--- src/rtl/alu_pipe_unit.sv ---
// Registered WIDTH-bit ALU with valid/ready handshakes, flags and an accumulator mode.
// Define ALU_PIPE_MUL_EN to build opcode 7 as an iterative shift-add multiplier.
module alu_pipe_unit #(
    parameter int WIDTH = 8
) (
    input  logic             clk,
    input  logic             rst_n,
    input  logic             ena,
    input  logic             in_valid,
    output logic             in_ready,
    input  logic [WIDTH-1:0] op_a,
    input  logic [WIDTH-1:0] op_b,
    input  logic [2:0]       sel,
    input  logic             cin,
    input  logic             acc_mode,
    output logic             out_valid,
    input  logic             out_ready,
    output logic [WIDTH-1:0] result,
    output logic             carry,
    output logic             zero,
    output logic             negative,
    output logic             overflow
);

    localparam int SW = $clog2(WIDTH);
    localparam int CW = $clog2(WIDTH) + 1;

    typedef enum logic [1:0] {IDLE, MUL_RUN, HOLD} state_e;

    state_e           state_q;
    logic [WIDTH-1:0] acc_q;
    logic [WIDTH-1:0] result_q;
    logic             carry_q, zero_q, negative_q, overflow_q;

    logic [WIDTH-1:0] a_d;
    logic [WIDTH-1:0] result_d;
    logic             carry_d, overflow_d;
    logic [WIDTH:0]   add_w, sub_w, shl_w, shr_w;
    logic [SW-1:0]    shamt;
    logic             accept;

    assign out_valid = (state_q == HOLD);
    assign in_ready  = rst_n & ena & (state_q != MUL_RUN) & (~out_valid | out_ready);
    assign accept    = in_valid & in_ready;

    assign result   = result_q;
    assign carry    = carry_q;
    assign zero     = zero_q;
    assign negative = negative_q;
    assign overflow = overflow_q;

    // Shifts are done one bit wider so the last bit shifted out lands in the spare bit.
    always_comb begin
        a_d        = acc_mode ? acc_q : op_a;
        shamt      = op_b[SW-1:0];
        add_w      = {1'b0, a_d} + {1'b0, op_b} + {{WIDTH{1'b0}}, cin};
        sub_w      = {1'b0, a_d} + {1'b0, ~op_b} + {{WIDTH{1'b0}}, 1'b1};
        shl_w      = {1'b0, a_d} << shamt;
        shr_w      = {a_d, 1'b0} >> shamt;
        result_d   = '0;
        carry_d    = 1'b0;
        overflow_d = 1'b0;
        case (sel)
            3'd0: begin
                result_d   = add_w[WIDTH-1:0];
                carry_d    = add_w[WIDTH];
                overflow_d = (a_d[WIDTH-1] == op_b[WIDTH-1]) && (add_w[WIDTH-1] != a_d[WIDTH-1]);
            end
            3'd1: begin
                result_d   = sub_w[WIDTH-1:0];
                carry_d    = sub_w[WIDTH];
                overflow_d = (a_d[WIDTH-1] != op_b[WIDTH-1]) && (sub_w[WIDTH-1] != a_d[WIDTH-1]);
            end
            3'd2: result_d = a_d & op_b;
            3'd3: result_d = a_d | op_b;
            3'd4: result_d = a_d ^ op_b;
            3'd5: begin
                result_d = shl_w[WIDTH-1:0];
                carry_d  = shl_w[WIDTH];
            end
            3'd6: begin
                result_d = shr_w[WIDTH:1];
                carry_d  = shr_w[0];
            end
            default: result_d = '0;
        endcase
    end

`ifdef ALU_PIPE_MUL_EN
    logic [2*WIDTH-1:0] mcand_q, prod_q, prod_next;
    logic [WIDTH-1:0]   mplier_q;
    logic [CW-1:0]      cnt_q;

    always_comb prod_next = prod_q + (mplier_q[0] ? mcand_q : '0);
`endif

    always_ff @(posedge clk or negedge rst_n) begin
        if (!rst_n) begin
            state_q    <= IDLE;
            acc_q      <= '0;
            result_q   <= '0;
            carry_q    <= 1'b0;
            zero_q     <= 1'b0;
            negative_q <= 1'b0;
            overflow_q <= 1'b0;
`ifdef ALU_PIPE_MUL_EN
            mcand_q    <= '0;
            prod_q     <= '0;
            mplier_q   <= '0;
            cnt_q      <= '0;
`endif
        end else if (ena) begin
`ifdef ALU_PIPE_MUL_EN
            if (state_q == MUL_RUN) begin
                prod_q   <= prod_next;
                mcand_q  <= mcand_q << 1;
                mplier_q <= mplier_q >> 1;
                cnt_q    <= cnt_q - CW'(1);
                // The final shift-add step and the result write share one edge.
                if (cnt_q == CW'(1)) begin
                    result_q   <= prod_next[WIDTH-1:0];
                    acc_q      <= prod_next[WIDTH-1:0];
                    carry_q    <= |prod_next[2*WIDTH-1:WIDTH];
                    zero_q     <= (prod_next[WIDTH-1:0] == '0);
                    negative_q <= prod_next[WIDTH-1];
                    overflow_q <= 1'b0;
                    state_q    <= HOLD;
                end
            end else if (accept && (sel == 3'd7)) begin
                mcand_q  <= {{WIDTH{1'b0}}, a_d};
                mplier_q <= op_b;
                prod_q   <= '0;
                cnt_q    <= CW'(WIDTH);
                state_q  <= MUL_RUN;
            end else
`endif
            if (accept) begin
                result_q   <= result_d;
                acc_q      <= result_d;
                carry_q    <= carry_d;
                zero_q     <= (result_d == '0);
                negative_q <= result_d[WIDTH-1];
                overflow_q <= overflow_d;
                state_q    <= HOLD;
            end else if ((state_q == HOLD) && out_ready) begin
                state_q <= IDLE;
            end
        end
    end

endmodule

--- config.mk ---
export PLATFORM = sky130hd
export DESIGN_NAME = alu_pipe_unit
export DESIGN_NICKNAME = d
export VERILOG_FILES = /design/src/rtl/alu_pipe_unit.sv
export SDC_FILE = /design/constraint.sdc
export NUM_CORES = 1
export LEC_CHECK = 0
export CORE_ASPECT_RATIO = 0.5
export CORE_MARGIN = 3
export CORE_UTILIZATION = 40
export DETAILED_ROUTE_END_ITERATION = 10
export PLACE_DENSITY_LB_ADDON = 0.05
export SLEW_MARGIN = 20
export SYNTH_ARGS = -nofsm -noshare
export SYNTH_HDL_FRONTEND = slang
export SYNTH_SLANG_ARGS = --single-unit
--- constraint.sdc ---
create_clock -name clk -period 6.3 [get_ports clk]
set_clock_uncertainty 0.1 [all_clocks]
set_input_delay 0.945 -clock clk [delete_from_list [all_inputs] [get_ports clk]]
set_output_delay 0.945 -clock clk [all_outputs]
set_load 0.005 [all_outputs]
==> results.md, run 1 <==
- Gpl congestion: 0.928
- Logic pwr share: 64.3%
- Initial Utilization: 43.1%
- Req. time, crit path: 6320 ps
- Reg power frac: 17.6%
- R2R Setup Slk: 2870 ps
- Count of input and output buffers: 39
- Rel. slew slack: 36.7%
- R2R Path End: zero
- Drt first-iter violations: 459
- Avg WL per Cell: 21.1 um
- EDFF count, synth: 0
- Worst EP arrival: 4960 ps
- Die Wd: 117 um
- RSZ-0062 raised after global routing: false
- Fin crit period: 4930 ps
- Clock share of power: 18.1%
- Register area share after synthesis: 12.2%
- Pin count of the biggest net entering global routing: 29
- WHS Endpoint: overflow
- Max frequency: 0.203 GHz
- Final wirelength: 8590 um
- Fin crit share: 78.3%
- DP HPWL: 6710 um
- Fillers: 536
- Via Count: 2597
- Die height: 61.5 um
- Seq. cell area: 300 um^2
- Pwr Density: 244 mW/mm^2
- CTS tree: done
- Critical path type: in -> reg
- Switching power of the nets: 0.319 mW
- Total gr overflow: 0
- Initial antenna violation count: 0
- Worst-path clk slew: 50 ps
- Cts hold-fix bufs: 0
- Final Max Slew Viols: 0
- Footprint of the multi-input gates: 0.00197 mm^2
- Ys async rst share: 100%
- Yosys cell types: 64
- Setup violation total in the final timing report: 0
- Synth Register Bits: 12
- MaxCap Viol Count: 0
- Switching share of total power: 44.2%
- Ys flop type: dfrtp_1
- Drt first pass iters: 5
- Final nets: 391
- Pint: 0.404 mW
- Worst-path fanout max: 16
- Setup TNS: 0 ps
- # rows: 19
- Num CTS Buffers: 3
- Syn avg cell area: 8.04 um^2
- Synth warn: 0
- Clk Latency, worst-skew pair: 240 ps
- CP startpoint kind: input port
- CTS Sinks: 12
- Cells on worst reg2reg path: 8
- Worst Max-Slew Pin Slew: 946 ps
- H-tree levels: 1
- Post-CTS setup buffer count: 0
- Hold crit path type: reg -> reg
- Post-CTS Resized: 0
- DRC: 0
- Vias in the first global route: 2428
- Antenna Nets Post-Route: 0
- Worst Hold Depth: 2
- Status: finished, final reports clean
- Total Die Area: 0.00719 mm^2
- Ant. Diodes: 0
- IO Count: 40
- Post-Synthesis Cell Area: 0.00246 mm^2
- Final worst slack: 1370 ps
- Area Overhead vs Synth: 20.3%
- Hold_sp: overflow
- Core area: 0.00571 mm^2
- Worst R2R Start: result[1]
- Share of cells above drive strength 1: 8.06%
- Vias/cell: 6.37
- CP endpoint kind: flop
- CTS max path bufs: 2
- Pre-CTS setup slack: 1090 ps
- Synth Net Count: 361
- Root buf cell: clkbuf_16
- LEAKAGE: 1.29 nW
- Endpoints failing hold: 0
- Tot GR Track Use: 24.7%
- Max IR drop VDD: 0.192 mV
- Cell count after synthesis: 306
- Final core occ: 51.9%
- First-pass GRT wire length: 13400 um
critical path, cell delays in order:
cell and delay (ps):
clkdlybuf4s50_1 1090, mux2i_1 630, ha_1 380, a21o_1 210, and4_1 210, or3_1 370, a221o_1 380, a211o_1 350
o41ai_2 380
final cells by class:
cell class | instances | share of cell area [%]
multi-input cells | 251 | 66.5
repair buffers | 42 | 13.9
flip-flops and latches | 12 | 10.1
inverters | 26 | 3.30
well taps | 73 | 3.09
clock buffers | 4 | 3.00
cells by family (layout without fill, tap and decap cells):
| group | Yosys count | in the layout | share of synthesized area, % |
|---|---|---|---|
| AND/OR/NAND/NOR | 94 | 94 | 18.6 |
| AO/OA/AOI/OAI | 93 | 93 | 26.5 |
| buffers and inverters | 43 | 72 | 7.78 |
| multiplexers | 31 | 31 | 17.8 |
| adder cells (fa/ha/maj) | 29 | 29 | 15.7 |
| flip-flops | 12 | 12 | 12.2 |
| XOR/XNOR | 4 | 4 | 1.42 |
power by group through the flow:
stage	clock network, mW	registers, mW	logic (mW)
5_1_grt	0.134	0.131	0.503
2_1_floorplan	0	0.123	0.291
6_report	0.131	0.127	0.465
3_5_place_dp	0	0.127	0.451
4_1_cts	0.131	0.127	0.456
3_3_place_gp	0	0.126	0.449
stage by stage:
stage	hold WS [ps]	instances	power, mW	cell area (um^2)
2_1_floorplan	373	306	0.414	2460
3_3_place_gp	371	404	0.575	2870
3_5_place_dp	379	404	0.578	2870
4_1_cts	403	408	0.713	2960
5_1_grt	460	408	0.769	2960
6_report	408	408	0.723	2960
cell usage in the layout (no fill, tap or decap), drive strengths merged, types with 4 or more instances in the layout:
cell,count
mux2i,17
dfrtp,12
ha,26
clkdlybuf4s50,39
clkbuf,4
nand3,4
nor3,7
or3,5
nor2,34
inv,26
a221oi,6
nand2b,5
nor2b,7
a21oi,21
a211oi,5
o31ai,4
o21ai,15
nand2,20
mux4,6
mux2,8
metal layers:
| metal | vias up | GRT usage (%) | part of all wire [%] |
|---|---|---|---|
| li1 | 1186 | - | - |
| met1 | 1281 | 40.0 | 52 |
| met2 | 123 | 35.1 | 40 |
| met3 | 7 | 3.24 | 8.3 |
| met4 | 0 | 2.78 | 0.42 |
| met5 | - | 0 | 0 |
worst max-delay path by stage:
stage / startpoint / end / slack [ps] / cells past startpoint
2_1_floorplan: acc_mode / zero / 2400 / 10
3_3_place_gp: acc_mode / zero / 1240 / 9
3_5_place_dp: acc_mode / zero / 1090 / 9
4_1_cts: acc_mode / zero / 1300 / 9
5_1_grt: acc_mode / zero / 1100 / 10
6_report: acc_mode / zero / 1370 / 9
cell usage after synthesis, drive strengths merged, types with 6 or more instances:
cell type,count,area [um^2]
clkbuf,7,26.3
o21ai,15,75.1
nand2,20,75.1
mux2i,17,203
dfrtp,12,300
nor3,7,35.0
inv,26,97.6
a221oi,6,52.6
nor2,34,128
buf,10,67.6
mux2,8,93.8
mux4,6,143
nor2b,7,43.8
ha,26,325
a21oi,21,105
registers in the layout, indices dropped and copies added, names as in the netlist:
register	cells
result	8
carry	1
overflow	1
state_q	1
zero	1
(Power assumes the default switching activity.)
==> run 2: changes to the inputs <==
==> constraint.sdc (replaced) <==
create_clock -name clk -period 4.45 [get_ports clk]
set_clock_uncertainty 0.1 [all_clocks]
set_input_delay 0.6675 -clock clk [delete_from_list [all_inputs] [get_ports clk]]
set_output_delay 0.6675 -clock clk [all_outputs]
set_load 0.005 [all_outputs]
==> run 2 against run 1 <==
- wire length is 4.1% lower
- via count is 2.1% lower
- largest power group unchanged
- critical path depth is 1 higher
- largest cell class unchanged
- cell area is 2.5% higher
- global-route usage is 1.8 points lower
- clock-buffer cell count stayed put
- first-iteration DRC count is 43% lower
==> results.md, run 2 (same netlist as run 1, synthesis figures left out) <==
- Fin crit period: 4040 ps
- Req. time, crit path: 4480 ps (was 6320 ps)
- Vias in the first global route: 2228 (was 2428)
- Pin count of the biggest net entering global routing: 28 (was 29)
- Post-CTS Resized: 0 (unchanged)
- Final worst slack: 414 ps (was 1370 ps)
- CP endpoint kind: flop (unchanged)
- First-pass GRT wire length: 12400 um (was 13400 um)
- Total gr overflow: 0 (unchanged)
- Status: finished, final reports clean (unchanged)
- Root buf cell: clkbuf_16 (unchanged)
- Critical path type: in -> reg (unchanged)
- DRC: 0 (unchanged)
- Setup TNS: 0 ps (unchanged)
- Via Count: 2542 (was 2597)
- Worst EP arrival: 4070 ps (was 4960 ps)
- Die Wd: 117 um (unchanged)
- Total Die Area: 0.00719 mm^2 (unchanged)
- Antenna Nets Post-Route: 0 (unchanged)
- RSZ-0062 raised after global routing: false (unchanged)
- DP HPWL: 6670 um (was 6710 um)
- Pwr Density: 339 mW/mm^2 (was 244 mW/mm^2)
- Clk Latency, worst-skew pair: 240 ps (about the same)
- Max IR drop VDD: 0.272 mV (was 0.192 mV)
- Count of input and output buffers: 39 (unchanged)
- Tot GR Track Use: 22.9% (was 24.7%)
- Num CTS Buffers: 3 (unchanged)
- Max frequency: 0.248 GHz
- Avg WL per Cell: 19.7 um (was 21.1 um)
- Initial antenna violation count: 0 (unchanged)
- Worst-path clk slew: 40 ps (was 50 ps)
- Final nets: 401 (was 391)
- Gpl congestion: 0.994 (was 0.928)
- Share of cells above drive strength 1: 10.7% (was 8.06%)
- Max reg flops: 8 (unchanged)
- IO Count: 40 (unchanged)
- Worst Max-Slew Pin Slew: 563 ps (was 946 ps)
- Commonest non-fill, non-tap cell in the layout: clkdlybuf4s50_1 (unchanged)
- Die height: 61.5 um (unchanged)
- Drt first-iter violations: 263 (was 459)
- Endpoints failing hold: 0 (unchanged)
- CTS max path bufs: 2 (unchanged)
- Hold crit path type: reg -> reg (unchanged)
- Pre-CTS setup slack: 250 ps (was 1090 ps)
- H-tree levels: 1 (unchanged)
- Setup violation total in the final timing report: 0 (unchanged)
- Most frequent cells in the layout: 39 x clkdlybuf4s50_1, 34 x nor2_1, 26 x ha_1 (unchanged)
- CTS tree: done (unchanged)
- CTS Sinks: 12 (unchanged)
- LEAKAGE: 1.34 nW (was 1.29 nW)
- MaxCap Viol Count: 0 (unchanged)
- CP startpoint kind: input port (unchanged)
- Drt first pass iters: 5 (unchanged)
- Final wirelength: 8240 um (was 8590 um)
- Rel. slew slack: 62.2% (was 36.7%)
- Initial Utilization: 43.1% (unchanged)
- Worst-path fanout max: 14 (was 16)
- Core area: 0.00571 mm^2 (unchanged)
- Ant. Diodes: 0 (unchanged)
- Cts hold-fix bufs: 0 (unchanged)
- Fin crit share: 90.7%
- # rows: 19 (unchanged)
- Post-CTS setup buffer count: 0 (unchanged)
- Vias/cell: 6.08 (was 6.37)
- Area Overhead vs Synth: 23.3% (was 20.3%)
- Final Max Slew Viols: 0 (unchanged)
==> run 2: report_power, final <==
| part | total (mW) | switching, mW | leakage (nW) | internal, mW |
|---|---|---|---|---|
| Combinational | 0.667 | 0.356 | 1.14 | 0.311 |
| Sequential | 0.179 | 0.0385 | 0.150 | 0.141 |
| Clock | 0.182 | 0.0461 | 0.0442 | 0.136 |
==> run 2: metal layers <==
layer / global-route usage [%] / up-vias / part of all wire (%)
met4: 1.96 / 0 / 0.16
met2: 31.5 / 107 / 38
met5: 0 / - / 0
li1: - / 1212 / -
met3: 1.77 / 2 / 8.5
met1: 38.9 / 1221 / 54
==> run 2: path summary, 6_finish.rpt <==
check                      startpoint         end  slack (ps)  cells after the start
setup reg to reg            result[0]        zero        1200                     11
max in group asynchronous       rst_n       carry        3450                      2
setup / recovery             acc_mode        zero         410                     10
hold reg to reg                  zero        zero         390                      2
hold / removal                   zero        zero         390                      2
min in group asynchronous       rst_n  state_q[1]         640                      2
==> run 2: per-stage QoR <==
stage | std cells | total power, mW | hold slack, ps | cell area [um^2] | utilization (%)
6_report | 418 | 1.03 | 391 | 3040 | 53.2
5_1_grt | 418 | 1.10 | 409 | 3040 | 53.2
4_1_cts | 418 | 1.02 | 396 | 3040 | 53.2
3_5_place_dp | 414 | 0.836 | 376 | 2950 | 51.6
3_3_place_gp | 414 | 0.831 | 374 | 2950 | 51.6
2_1_floorplan | 306 | 0.586 | 272 | 2460 | -
==> run 2: worst max-delay path, stage by stage <==
cell and delay, ps:
clkdlybuf4s50_1 530, buf_4 280, mux2_2 450, ha_1 290, or3_1 390, o31ai_1 440
o22ai_1 160, mux2i_1 250, o211ai_1 220, o41ai_2 360
==> run 2: layout make-up <==
class / count / area, um^2
inverter: 26 / 97.6
timing repair buffer: 52 / 488
clock buffer: 4 / 88.8
multi-input combinational: 251 / 1970
sequential: 12 / 300
tap: 73 / 91.3
fill: 559 / 2670
==> run 3: changes to the inputs <==
==> constraint.sdc (replaced) <==
create_clock -name clk -period 4.4 [get_ports clk]
set_clock_uncertainty 0.1 [all_clocks]
set_input_delay 0.66 -clock clk [delete_from_list [all_inputs] [get_ports clk]]
set_output_delay 0.66 -clock clk [all_outputs]
set_load 0.005 [all_outputs]
==> run 3 against run 2 <==
- non-clock buffer count is 2 higher
- die area stayed put
- wire length is 1.2% higher
- hold slack worse by 2.7 ps
- cell count is 0.24% higher
- critical endpoint unchanged
- highest routed layer unchanged
==> results.md, run 3 (same netlist as run 1, synthesis figures left out) <==
- LEAKAGE: 1.34 nW (about the same)
- First-pass GRT wire length: 13100 um (was 12400 um)
- MaxCap Viol Count: 0 (unchanged)
- Max frequency: 0.254 GHz
- Fin crit period: 3940 ps
- H-tree levels: 1 (unchanged)
- Share of cells above drive strength 1: 11.0% (was 10.7%)
- Pin count of the biggest net entering global routing: 28 (unchanged)
- Fin crit share: 89.5%
- WHS Endpoint: overflow (was zero)
- Hold_sp: overflow (was zero)
- Footprint of the multi-input gates: 0.00197 mm^2 (unchanged)
- Logic pwr share: 66.6% (was 64.9%)
- Pwr Density: 338 mW/mm^2 (was 339 mW/mm^2)
- # rows: 19 (unchanged)
- CP startpoint kind: input port (unchanged)
- Total Die Area: 0.00719 mm^2 (unchanged)
- Setup TNS: 0 ps (unchanged)
- Cts hold-fix bufs: 0 (unchanged)
- Worst hold slack: 389 ps (was 391 ps)
- Count of input and output buffers: 39 (unchanged)
- Reg power frac: 17.8% (was 17.4%)
- Drt first pass iters: 5 (unchanged)
- Post-CTS Resized: 0 (unchanged)
- IO Count: 40 (unchanged)
- Worst-path fanout max: 9 (was 14)
- Switching power of the nets: 0.448 mW (was 0.441 mW)
- Worst Max-Slew Pin Slew: 603 ps (was 563 ps)
- Most frequent cells in the layout: 39 x clkdlybuf4s50_1, 34 x nor2_1, 26 x ha_1 (unchanged)
- Seq. cell area: 300 um^2 (unchanged)
- Num CTS Buffers: 3 (unchanged)
- Avg WL per Cell: 19.9 um (was 19.7 um)
- Clk Latency, worst-skew pair: 240 ps (about the same)
- Final wirelength: 8340 um (was 8240 um)
- Switching share of total power: 43.6% (was 42.9%)
- Vias in the first global route: 2291 (was 2228)
- Req. time, crit path: 4430 ps (was 4480 ps)
- Drt first-iter violations: 305 (was 263)
- Clock share of power: 15.6% (was 17.7%)
- Cells on worst reg2reg path: 8 (was 11)
- Die height: 61.5 um (unchanged)
- Final nets: 403 (was 401)
- Area Overhead vs Synth: 23.4% (was 23.3%)
- CTS Sinks: 12 (unchanged)
- CP endpoint kind: flop (unchanged)
- Root buf cell: clkbuf_16 (unchanged)
- DRC: 0 (unchanged)
- Via Count: 2559 (was 2542)
- Endpoints failing hold: 0 (unchanged)
- Power, Total: 1.03 mW (about the same)
- Non-Filler Instances: 419 (was 418)
- RSZ-0062 raised after global routing: false (unchanged)
- Worst Hold Depth: 2 (unchanged)
- Max reg flops: 8 (unchanged)
- CTS max path bufs: 2 (unchanged)
- Antenna Nets Post-Route: 0 (unchanged)
- DP HPWL: 6670 um (about the same)
- Status: finished, final reports clean (unchanged)
- Initial Utilization: 43.1% (unchanged)
- CTS tree: done (unchanged)
- Setup violation total in the final timing report: 0 (unchanged)
- Tot GR Track Use: 23.9% (was 22.9%)
- Core area: 0.00571 mm^2 (unchanged)
- Final Max Slew Viols: 0 (unchanged)
- Gpl congestion: 0.958 (was 0.994)
- R2R Setup Slk: 1190 ps (was 1200 ps)
- Pint: 0.578 mW (was 0.587 mW)
- DP Cell Count: 416 (was 414)
- Post-CTS setup buffer count: 0 (unchanged)
- Worst R2R Start: result[0] (unchanged)
- Max IR drop VDD: 0.279 mV (was 0.272 mV)
- Ant. Diodes: 0 (unchanged)
- Vias/cell: 6.11 (was 6.08)
- Die Wd: 117 um (unchanged)
- Total gr overflow: 0 (unchanged)
- Worst EP arrival: 3970 ps (was 4070 ps)
- R2R Path End: zero (unchanged)
- Rel. slew slack: 59.7% (was 62.2%)
- Worst-path clk slew: 40 ps (about the same)
- Hold crit path type: reg -> reg (unchanged)
- Fillers: 564 (was 559)
- Commonest non-fill, non-tap cell in the layout: clkdlybuf4s50_1 (unchanged)
- Initial antenna violation count: 0 (unchanged)
- Critical path type: in -> reg (unchanged)
-- run 3: changes by cell type in the layout (fill, tap and decap cells not counted), sizes merged --
| cell | delta |
|---|---|
| clkbuf | -1 |
| buf | +2 |
-- run 3: final cells by class --
class / count / area share (%)
multi-input cells: 251 / 64.9
repair buffers: 54 / 16.6
flip-flops and latches: 12 / 9.89
inverters: 26 / 3.21
well taps: 73 / 3.01
clock buffers: 3 / 2.47
-- run 3: per-layer routing --
metal | share of wire, % | GRT usage (%) | up-vias
li1 | - | - | 1210
met1 | 52 | 41.5 | 1228
met2 | 39 | 31.4 | 117
met3 | 8.5 | 1.37 | 4
met4 | 0.32 | 3.59 | 0
met5 | 0 | 0 | -
-- run 3: worst max-delay path: stages --
cell and delay, ps:
clkdlybuf4s50_1 550, buf_4 230, mux2i_2 380, inv_1 170, ha_1 240, o21bai_1 160
a21o_1 210, a221oi_1 380, xnor2_1 180, o2111ai_1 210, or3_1 410, o41ai_2 190
-- run 3: worst max-delay path by stage --
stage                 to  startpoint  slack [ps]
floorplan           zero    acc_mode         790
global placement    zero    acc_mode         380
detailed placement  zero    acc_mode         240
CTS                 zero    acc_mode         460
global route        zero    acc_mode         170
finish              zero    acc_mode         460
-- run 3: power groups by stage --
stage | Combinational [mW] | Sequential (mW) | Clock (mW)
global route | 0.742 | 0.188 | 0.166
finish | 0.683 | 0.182 | 0.160
floorplan | 0.417 | 0.176 | 0
detailed placement | 0.666 | 0.183 | 0
CTS | 0.672 | 0.182 | 0.162
global placement | 0.664 | 0.183 | 0
-- run 3: stage by stage --
step | cell area (um^2) | setup WS [ps] | util [%]
detailed placement | 2960 | 240 | 51.9
global route | 3040 | 171 | 53.2
floorplan | 2460 | 790 | -
CTS | 3040 | 457 | 53.2
finish | 3040 | 461 | 53.2
global placement | 2960 | 376 | 51.9
